===== src/rtl/control_pipeline.sv =====
// Control-word pipeline EX -> MEM -> WB with load-use stall detection and flush.
// Optional load-use stall counter is enabled by defining CTRL_PIPELINE_STALL_CNT_EN.
module control_pipeline (
  input  logic        clk,
  input  logic        rst_n,
  input  logic [7:0]  id_ctrl,
  input  logic        id_valid,
  input  logic [3:0]  id_rd,
  input  logic [3:0]  id_rs1,
  input  logic [3:0]  id_rs2,
  input  logic        flush,
  output logic        stall,
  output logic [3:0]  ex_alu_op,
  output logic        ex_valid,
  output logic        mem_we,
  output logic        mem_valid,
  output logic        wb_wre,
  output logic [1:0]  wb_sel,
  output logic [3:0]  wb_rd,
  output logic        wb_valid,
  output logic [15:0] stall_count
);

  typedef struct packed {
    logic [7:0] ctrl;
    logic [3:0] rd;
    logic       valid;
  } slot_t;

  localparam slot_t BUBBLE = '{ctrl: 8'h00, rd: 4'h0, valid: 1'b0};

  slot_t ex_reg, mem_reg, wb_reg;
  slot_t ex_next;
  logic  ex_is_load;
  logic  rs_match;

  // A load writes the register file from memory: wre set, no store, select 00.
  assign ex_is_load = ex_reg.valid & ex_reg.ctrl[7] & ~ex_reg.ctrl[6] &
                      (ex_reg.ctrl[5:4] == 2'b00);
  assign rs_match   = (ex_reg.rd == id_rs1) | (ex_reg.rd == id_rs2);
  assign stall      = id_valid & ~flush & ex_is_load & rs_match;

  always_comb begin
    ex_next = BUBBLE;
    if (id_valid && !flush && !stall) begin
      ex_next.ctrl  = id_ctrl;
      ex_next.rd    = id_rd;
      ex_next.valid = 1'b1;
    end
  end

  always_ff @(posedge clk or negedge rst_n) begin
    if (!rst_n) begin
      ex_reg  <= BUBBLE;
      mem_reg <= BUBBLE;
      wb_reg  <= BUBBLE;
    end else begin
      ex_reg  <= ex_next;
      mem_reg <= ex_reg;
      wb_reg  <= mem_reg;
    end
  end

  assign ex_alu_op = ex_reg.ctrl[3:0];
  assign ex_valid  = ex_reg.valid;
  assign mem_we    = mem_reg.ctrl[6] & mem_reg.valid;
  assign mem_valid = mem_reg.valid;
  assign wb_wre    = wb_reg.ctrl[7] & wb_reg.valid;
  assign wb_sel    = wb_reg.ctrl[5:4];
  assign wb_rd     = wb_reg.rd;
  assign wb_valid  = wb_reg.valid;

  // WB keeps the whole control word; only the writeback fields leave the block.
  logic unused_wb_bits;
  assign unused_wb_bits = ^{wb_reg.ctrl[6], wb_reg.ctrl[3:0]};

`ifdef CTRL_PIPELINE_STALL_CNT_EN
  logic [15:0] stall_count_reg;

  always_ff @(posedge clk or negedge rst_n) begin
    if (!rst_n) begin
      stall_count_reg <= 16'h0000;
    end else if (stall && (stall_count_reg != 16'hFFFF)) begin
      stall_count_reg <= stall_count_reg + 16'd1;
    end
  end

  assign stall_count = stall_count_reg;
`else
  assign stall_count = 16'h0000;
`endif

endmodule


===== config.mk =====
export PLATFORM = sky130hd
export DESIGN_NAME = control_pipeline
export DESIGN_NICKNAME = d
export VERILOG_FILES = /design/src/rtl/control_pipeline.sv
export SDC_FILE = /design/constraint.sdc
export NUM_CORES = 1
export LEC_CHECK = 0
export ABC_AREA = 1
export BUFFER_PORTS_ARGS = -buffer_cell sky130_fd_sc_hd__buf_2
export CORE_MARGIN = 2
export CORE_UTILIZATION = 40
export CTS_CLUSTER_SIZE = 12
export DETAILED_ROUTE_END_ITERATION = 8
export PLACE_DENSITY = 0.68
export SETUP_SLACK_MARGIN = 0.05
export SYNTH_ARGS = -nofsm -noshare
export SYNTH_HDL_FRONTEND = slang
export SYNTH_SLANG_ARGS = --single-unit

===== constraint.sdc =====
create_clock -name clk -period 2.6 [get_ports clk]
set_clock_uncertainty 0.2 [all_clocks]
set_input_delay 0.26 -clock clk [delete_from_list [all_inputs] [get_ports clk]]
set_output_delay 0.26 -clock clk [all_outputs]
set_load 0.02 [all_outputs]

==> results of run 1 <==
==> worst min-delay path by stage <==
stage / startpoint / slack [ns] / end / depth (start not counted)
final: flush / 0.14 / ex_reg[3] / 4
after global routing: flush / 0.15 / ex_valid / 4
after CTS: flush / 0.13 / ex_alu_op[1] / 4
after detailed placement: rst_n / 0.11 / ex_alu_op[3] / 1
after global placement: rst_n / 0.10 / ex_alu_op[2] / 1
after floorplan: rst_n / -0.24 / ex_alu_op[0] / 0
==> placed cells by master (no fill, tap or decap), drive strengths merged <==
cell / synthesis / routed
dfrtp: 30 / 30
nor3: 1 / 1
clkbuf: 0 / 7
buf: 27 / 39
conb: 1 / 16
clkinv: 0 / 1
nand3b: 1 / 1
inv: 29 / 29
nor2: 18 / 18
nand2: 32 / 32
dlygate4sd3: 0 / 13
==> where the power goes <==
part / total (uW) / internal (uW) / switching (uW)
registers: 492 / 484 / 7.76
clock network: 271 / 131 / 140
logic: 117 / 43.7 / 73.1
==> layout make-up <==
| type | count | area [sq um] |
|---|---|---|
| clock buffer | 7 | 55.05 |
| clock inverter | 1 | 5.005 |
| fill | 296 | 1485 |
| inverter | 29 | 108.9 |
| multi-input combinational | 68 | 292.8 |
| sequential | 30 | 750.7 |
| tap | 44 | 55.05 |
| timing repair buffer | 52 | 325.3 |
==> through the flow <==
step	setup WS [ns]	instance area (sq um)
2_1_floorplan	1.173	1368
6_report	0.7443	1593
3_3_place_gp	1.090	1403
3_5_place_dp	1.079	1403
4_1_cts	0.7223	1593
5_1_grt	0.6026	1593
==> worst reg2reg max path, cell delays in order, from the launching register on <==
cell     delay [ns]
dfrtp_1        0.42
nand2_1        0.08
nand2_1        0.05
nor2_1         0.10
nand2_1        0.06
nand2_1        0.08
nand2_2        0.07
nand2_4        0.18
nor2_1         0.06
==> metal layers <==
| metal | wire, microns | vias to the layer above | global-route usage [%] | part of all wire, % |
|---|---|---|---|---|
| met2 | 1031 | 30 | 20.36 | 54 |
| met3 | 136 | 5 | 3.151 | 7.1 |
| met5 | 0 | - | 0 | 0 |
| li1 | - | 441 | - | - |
| met1 | 699 | 374 | 11.52 | 36 |
| met4 | 51 | 0 | 9.938 | 2.7 |
==> timing repair <==
item | in CTS | in global routing
setup buffers | 0 | 0
hold endpoints to repair | 42 | 0
gates resized for setup | 0 | 0
hold buffers | 13 | 0
==> kinds of logic after synthesis <==
kind of cell	Yosys count	synth area share, %
flops	30	57.25
buf+inv	56	24.71
simple gates	52	17.75
other cells	1	0.2860
==> run summary, run 1 <==
Design Power = 879.5 uW
Worst setup endpoint = stall
synth top area cells = dfrtp_1, buf_4, nand2_1, inv_1, nor2_2
Core Util, Final = 51.75%
worst-path fanout max = 4
Peak VDD IR = 0.2379 mV
Slew Limit Fails = 0
crit-path leading delay family = simple AND/OR/NAND/NOR gates
critical path depth = 8
EDFF count, synth = 0
Leakage = 0.0009897 uW
Post-route DRC = 0
DRT iter0 DRCs = 17
Placed Cells incl. Taps = 210
Die Wd = 61.26 microns
reg2reg path depth = 8
crit-path max cell delay = 0.42 ns
Setup TNS = 0 ns
P&R area growth vs syn = 21.47%
CTS tree = built
outcome = complete, no violations
diode count = 0
area share of the largest cell type after synthesis = 57.25%
number of max-cap violations = 0
Final Wtd Congestion = 0.8260
fin cells = 231
# rows = 20
Yosys cell types = 13
crit path from = ex_reg[2]
grt ovf = 0
first-pass GRT wire length = 3.036 mm
Fin Hold WS = 0.1381 ns
RSZ-0062 raised after global routing = no
most frequent CP cell = nand2_1
sum of buffers and inverters on the critical path = 2
I/O Pins = 56
Mapped Area = 1311 sq um
Yosys top cell by area = dfrtp_1
vias in the first global route = 775
reg2reg setup slack = 1.17 ns
Clock Path Buffers = 2
H-tree level count = 2
post-DP HPWL = 1.432 mm
layout cell share with drive strength beyond 1 = 32.09%
Slew @ Worst Pin = 0.6254 ns
FF+latch count, synth = 30
DIE HEIGHT = 61.26 microns
Worst EP arrival = 1.40 ns
total CTS buffers = 5
Post-synth top flop = dfrtp_1
r2r startpoint = ex_reg[2]
Hold Crit Class = in2reg
final period utilization = 71.37%
Synth top cells by count = dfrtp_1, nand2_1, buf_4, inv_1
clock root cell = clkbuf_4
CP required = 2.14 ns
crit-path cells = nand2_1, nand2_1, nor2_1, nand2_1, nand2_1, nand2_2, inv_1, buf_2
sequential area share after synthesis = 57.25%
Worst path slowest cell = dfrtp_1
port bufs = 39
routed len/inst = 8.307 microns
Slew headroom = 58.30%
All-Layer GR Usage = 11.75%
clk_lat worst skew = 0.31 ns
min Tclk post-route = 1.856 ns
Final #Nets = 210
post-synthesis async set-or-reset flop share = 100.0%
initial core utilization = 42.60%
DRT antenna net count = 0
pwr dens = 552.2 nW/um^2
Std-Cell Core Area = 3078 sq um
Max Freq = 0.5389 GHz
reg2reg end = ex_reg[12]
final hold viol count = 0
First-pass DRT Iterations = 4
Critical Path Start Type = flip-flop
CP Class = reg2out
average size of a mapped cell = 9.434 sq um
yosys warns = 0
die area = 3752 sq um
final setup vio count = 0
initial antenna violation count = 0
cells after synthesis = 139
CP endpoint kind = output pin
Clock Sink Count = 30
vias post-DR = 850
WL final = 1.919 mm
largest net degree at the start of global routing = 31
clock-pin slew on the worst setup and hold paths = 0.08 ns
Vias/cell = 3.680
Note: power is estimated with default switching activity, not from simulation.
==> run 2: changes to the inputs <==
==> constraint.sdc (replaced) <==
create_clock -name clk -period 1.72 [get_ports clk]
set_clock_uncertainty 0.2 [all_clocks]
set_input_delay 0.172 -clock clk [delete_from_list [all_inputs] [get_ports clk]]
set_output_delay 0.172 -clock clk [all_outputs]
set_load 0.02 [all_outputs]
==> run 2 against run 1 <==
  * Hold slack worse by 0.088 ns
  * Cell area up 1.3%
  * Sequential cell count stayed put
==> run summary, run 2 (synthesis results as in run 1) <==
outcome = complete, no violations (unchanged)
number of max-cap violations = 0 (unchanged)
vias in the first global route = 780 (was 775)
Hold Crit Class = in2reg (unchanged)
CTS tree = built (unchanged)
final setup vio count = 0 (unchanged)
Worst EP arrival = 1.34 ns (was 1.40 ns)
H-tree level count = 2 (unchanged)
diode count = 0 (unchanged)
post-DP HPWL = 1.432 mm (unchanged)
worst-path fanout max = 4 (unchanged)
vias post-DR = 857 (was 850)
final period utilization = 99.29%
clock root cell = clkbuf_4 (unchanged)
Slew headroom = 58.29% (was 58.30%)
largest net degree at the start of global routing = 31 (unchanged)
first-pass GRT wire length = 3.146 mm (was 3.036 mm)
Max Freq = 0.5855 GHz
pwr dens = 825.5 nW/um^2 (was 552.2 nW/um^2)
crit-path cells = inv_2, nand2_1, nand2_1, nor2_1, nand2_1, nand2_1, nand2_2, inv_2, buf_6 (was nand2_1, nand2_1, nor2_1, nand2_1, nand2_1, nand2_2, inv_1, buf_2)
Leakage = 0.0009919 uW (was 0.0009897 uW)
port bufs = 39 (unchanged)
clk_lat worst skew = 0.31 ns (about the same)
Core Util, Final = 52.44% (was 51.75%)
Slew Limit Fails = 0 (unchanged)
# rows = 20 (unchanged)
most frequent CP cell = nand2_1 (unchanged)
Critical Path Start Type = flip-flop (unchanged)
DIE HEIGHT = 61.26 microns (unchanged)
Worst path slowest cell = dfrtp_1 (unchanged)
pre-CTS setup slack = 0.2867 ns (was 1.079 ns)
CP required = 1.35 ns (was 2.14 ns)
Post-route DRC = 0 (unchanged)
P&R area growth vs syn = 23.09% (was 21.47%)
Std-Cell Core Area = 3078 sq um (unchanged)
Final WS setup = 0.01220 ns (was 0.7443 ns)
total CTS buffers = 5 (unchanged)
layout cell share with drive strength beyond 1 = 35.64% (was 32.09%)
Clock Path Buffers = 2 (unchanged)
WL final = 1.963 mm (was 1.919 mm)
DRT antenna net count = 0 (unchanged)
min Tclk post-route = 1.708 ns
Slew @ Worst Pin = 0.6257 ns (was 0.6254 ns)
I/O Pins = 56 (unchanged)
Final #Nets = 211 (was 210)
crit-path max cell delay = 0.41 ns (was 0.42 ns)
grt ovf = 0 (unchanged)
First-pass DRT Iterations = 4 (unchanged)
Die Wd = 61.26 microns (unchanged)
initial antenna violation count = 0 (unchanged)
initial core utilization = 42.60% (unchanged)
clock-pin slew on the worst setup and hold paths = 0.08 ns (about the same)
final hold viol count = 0 (unchanged)
CP endpoint kind = output pin (unchanged)
die area = 3752 sq um (unchanged)
routed len/inst = 8.461 microns (was 8.307 microns)
Final Wtd Congestion = 0.8258 (was 0.8260)
Vias/cell = 3.694 (was 3.680)
RSZ-0062 raised after global routing = yes (was no)
commonest non-fill, non-tap cells in the layout = buf_2, dfrtp_1, nand2_1 (was buf_2, nand2_1, dfrtp_1)
All-Layer GR Usage = 12.20% (was 11.75%)
DRT iter0 DRCs = 5 (was 17)
Peak VDD IR = 0.3595 mV (was 0.2379 mV)
Clock Sink Count = 30 (unchanged)
CP Class = reg2out (unchanged)
most common cell after layout, fill and taps aside = buf_2 (unchanged)
-- run 2: worst max-delay path: cells and delay by family (launching register included) --
kind / cells / cell delay (ns)
buffers and inverters: 3 / 0.21
and+or+nand+nor: 6 / 0.40
DFF: 1 / 0.41
-- run 2: worst paths after layout --
path / end / startpoint / cells after the start / slack [ns]
max: stall / ex_reg[2] / 9 / 0.01
min: ex_reg[3] / flush / 4 / 0.05
max reg2reg: ex_reg[12] / ex_reg[2] / 10 / 0.17
min reg2reg: wb_rd[3] / mem_reg[4] / 0 / 0.16
max in group asynchronous: ex_alu_op[2] / rst_n / 2 / 0.66
min in group asynchronous: ex_alu_op[1] / rst_n / 2 / 0.25
-- run 2: per-layer routing --
metal / wire length [microns] / part of all wire [%] / GRT usage [%] / up-vias
li1: - / - / - / 443
met1: 695 / 35 / 12.07 / 379
met2: 1078 / 55 / 21.58 / 30
met3: 136 / 6.9 / 3.151 / 5
met4: 51 / 2.6 / 9.317 / 0
met5: 0 / 0 / 0 / -
-- run 2: metrics by stage --
| stage | setup TNS [ns] | power [uW] | area (sq um) | hold WS (ns) | std cells |
|---|---|---|---|---|---|
| CTS | -0.005864 | 1350 | 1607 | 0.04187 | 232 |
| floorplan | 0 | 896.0 | 1368 | -0.3236 | 154 |
| global placement | 0 | 908.7 | 1403 | 0.01665 | 210 |
| finish | 0 | 1332 | 1614 | 0.05043 | 232 |
| global route | -0.09767 | 1400 | 1614 | 0.06187 | 232 |
| detailed placement | 0 | 913.7 | 1403 | 0.02231 | 210 |
-- run 2: power breakdown --
| part | internal (uW) | switching [uW] | total (uW) | leakage [uW] |
|---|---|---|---|---|
| clock network | 198 | 211 | 409 | 0.0000353 |
| logic | 67.1 | 112 | 180 | 0.000555 |
| registers | 732 | 12.0 | 744 | 0.000402 |
-- run 2: layout make-up --
class,count,area (sq um)
Fill cell,292,1464
Sequential cell,30,750.7
Timing Repair Buffer,53,339.1
Multi-Input combinational cell,68,300.3
Inverter,29,108.9
Clock buffer,7,55.05
Tap cell,44,55.05
Clock inverter,1,5.005
-- run 2: what timing repair did --
action,in CTS,in global routing
gates resized for setup,3,5
hold buffers,13,0
hold endpoints to repair,42,0
setup buffers,1,0
setup endpoints to repair,1,7
pin swaps,0,6
==> run 3: changes to the inputs <==
--- a/config.mk
+++ b/config.mk
@@ -8,10 +8,10 @@
 export ABC_AREA = 1
 export BUFFER_PORTS_ARGS = -buffer_cell sky130_fd_sc_hd__buf_2
 export CORE_MARGIN = 2
-export CORE_UTILIZATION = 40
+export CORE_UTILIZATION = 45
 export CTS_CLUSTER_SIZE = 12
 export DETAILED_ROUTE_END_ITERATION = 8
-export PLACE_DENSITY = 0.68
+export PLACE_DENSITY = 0.75
 export SETUP_SLACK_MARGIN = 0.05
 export SYNTH_ARGS = -nofsm -noshare
 export SYNTH_HDL_FRONTEND = slang
==> run 3 against run 2 <==
  * The flow now finishes with violations (setup timing)
  * Combinational power is 4% higher
  * Clock power rose by 32%
  * Hold slack got worse by 0.021 ns
  * Die area decreased by 10%
  * Wire length grew 9.7%
  * Cell area is 1.4% higher
  * Register-to-register slack got worse by 0.05 ns
  * Sequential cell count stayed put
  * Setup slack got worse by 0.072 ns
  * First-iteration DRC count increased by 140%
  * Largest power group unchanged
  * Highest routed layer unchanged
==> run summary, run 3 (synthesis results as in run 1) <==
Leakage = 0.001006 uW (was 0.0009919 uW)
reg2reg end = ex_reg[2] (was ex_reg[12])
min Tclk post-route = 1.780 ns (was 1.708 ns)
first-pass GRT wire length = 3.381 mm (was 3.146 mm)
hold path endpoint = ex_reg[11] (was ex_reg[3])
CP endpoint kind = output pin (unchanged)
reg2reg path depth = 9 (was 10)
largest net degree at the start of global routing = 31 (unchanged)
vias in the first global route = 894 (was 780)
outcome = finished, violations left (was complete, no violations)
post-DP HPWL = 1.461 mm (was 1.432 mm)
RSZ-0062 raised after global routing = yes (unchanged)
Peak VDD IR = 0.6797 mV (was 0.3595 mV)
internal power = 1108 uW (was 996.8 uW)
initial antenna violation count = 0 (unchanged)
WL final = 2.153 mm (was 1.963 mm)
number of max-cap violations = 0 (unchanged)
clk_lat worst skew = 0.32 ns (was 0.31 ns)
Worst Hold Launch = flush (unchanged)
Placed Cells incl. Taps = 197 (was 210)
Vias/cell = 4.081 (was 3.694)
Slew Limit Fails = 0 (unchanged)
hold path cells = 4 (unchanged)
vias post-DR = 902 (was 857)
Core Util, Final = 59.35% (was 52.44%)
r2r startpoint = ex_reg[1] (was ex_reg[2])
DRT iter0 DRCs = 12 (was 5)
Critical Path Start Type = flip-flop (unchanged)
Reg power frac = 50.6% (was 55.8%)
Std-Cell Core Area = 2758 sq um (was 3078 sq um)
pre-CTS setup slack = 0.2597 ns (was 0.2867 ns)
worst-path fanout max = 4 (unchanged)
Post-route DRC = 0 (unchanged)
Fin Hold WS = 0.02932 ns (was 0.05043 ns)
combinational share of power = 12.7% (was 13.5%)
I/O Pins = 56 (unchanged)
Final #Nets = 213 (was 211)
Net Sw Power = 361.5 uW (was 335.6 uW)
CP required = 1.35 ns (about the same)
Max Freq = 0.5619 GHz (was 0.5855 GHz)
reg2reg setup slack = 0.12 ns (was 0.17 ns)
initial core utilization = 47.55% (was 42.60%)
die area = 3362 sq um (was 3752 sq um)
Slew headroom = 58.28% (was 58.29%)
First-pass DRT Iterations = 2 (was 4)
failing checks = setup timing
diode count = 0 (unchanged)
Clock Path Buffers = 2 (unchanged)
Final WS setup = -0.05969 ns (was 0.01220 ns)
CTS tree = built (unchanged)
DRT antenna net count = 0 (unchanged)
pwr dens = 898.2 nW/um^2 (was 825.5 nW/um^2)
All-Layer GR Usage = 13.97% (was 12.20%)
final hold viol count = 0 (unchanged)
final period utilization = 103.5% (was 99.29%)
H-tree level count = 2 (unchanged)
clock root cell = clkbuf_4 (unchanged)
clock-pin slew on the worst setup and hold paths = 0.10 ns (was 0.08 ns)
sw frac = 24.59% (was 25.19%)
final setup vio count = 1 (was 0)
fin cells = 221 (was 232)
commonest non-fill, non-tap cells in the layout = buf_2, dfrtp_1, nand2_1 (unchanged)
DIE HEIGHT = 57.98 microns (was 61.26 microns)
routed len/inst = 9.742 microns (was 8.461 microns)
grt ovf = 0 (unchanged)
Final Wtd Congestion = 0.6928 (was 0.8258)
Hold Crit Class = in2reg (unchanged)
Slew @ Worst Pin = 0.6258 ns (was 0.6257 ns)
CP Class = reg2out (unchanged)
Clock Sink Count = 30 (unchanged)
P&R area growth vs syn = 24.81% (was 23.09%)
layout cell share with drive strength beyond 1 = 37.37% (was 35.64%)
clock network power share = 36.7% (was 30.7%)
Worst EP arrival = 1.41 ns (was 1.34 ns)
port bufs = 39 (unchanged)
# rows = 19 (was 20)
Die Wd = 57.98 microns (was 61.26 microns)
most common cell after layout, fill and taps aside = buf_2 (unchanged)
total CTS buffers = 5 (unchanged)
## run 3: layout make-up
class                   count  area, sq um
fillers                   228         1121
flip-flops and latches     30        750.7
repair buffers             55        354.1
multi-input cells          68        305.3
inverters                  29        108.9
clock buffers               6        41.29
well taps                  31        38.79
clock inverters             2        37.54
## run 3: power by group through the flow
stage                     sequential, uW  clock [uW]  combinational, uW
after floorplan                      760           0                135
after global placement               757           0                150
after detailed placement             758           0                156
after CTS                            744         561                182
after global routing                 748         593                206
final                                744         539                187
## run 3: per-layer routing
metal,part of all wire (%),global-route usage [%],vias to the layer above
met2,56,26.79,36
met1,33,11.94,408
met3,7.7,6.250,7
met4,2.9,6.645,0
met5,0,0,-
li1,-,-,451
## run 3: repair_timing
item                                    CTS  global route
endpoints found under the hold margin    42             0
resized for setup                         6             4
pin swaps                                 7             4
endpoints found under the setup margin    1             3
buffers inserted                          2             1
hold buffers                             13             0
## run 3: critical path, stage by stage, from the launching register on
cell     delay (ns)
dfrtp_1        0.43
nand2_1        0.11
nand2_1        0.07
nor2_2         0.10
nand2_1        0.07
nand2_1        0.08
nand2_2        0.06
inv_2          0.06
buf_6          0.10
## run 3: metrics by stage
stage | setup TNS [ns] | total power [uW] | cell area [sq um]
final | -0.05969 | 1470 | 1637
after global routing | -0.1726 | 1547 | 1637
after CTS | -0.07550 | 1487 | 1622
after detailed placement | 0 | 914.1 | 1386
after floorplan | 0 | 896.0 | 1368
after global placement | 0 | 907.6 | 1386
## run 3: worst max path at each step
stage                   end  startpoint  slack, ns  cells after the start
5_1_grt               stall   ex_reg[4]      -0.17                      9
3_3_place_gp          stall  ex_reg[11]       0.29                      6
2_1_floorplan  ex_alu_op[0]    ex_valid       0.35                      6
4_1_cts               stall   ex_reg[3]      -0.08                      9
3_5_place_dp          stall   ex_reg[3]       0.26                      9
6_report              stall   ex_reg[1]      -0.06                      8
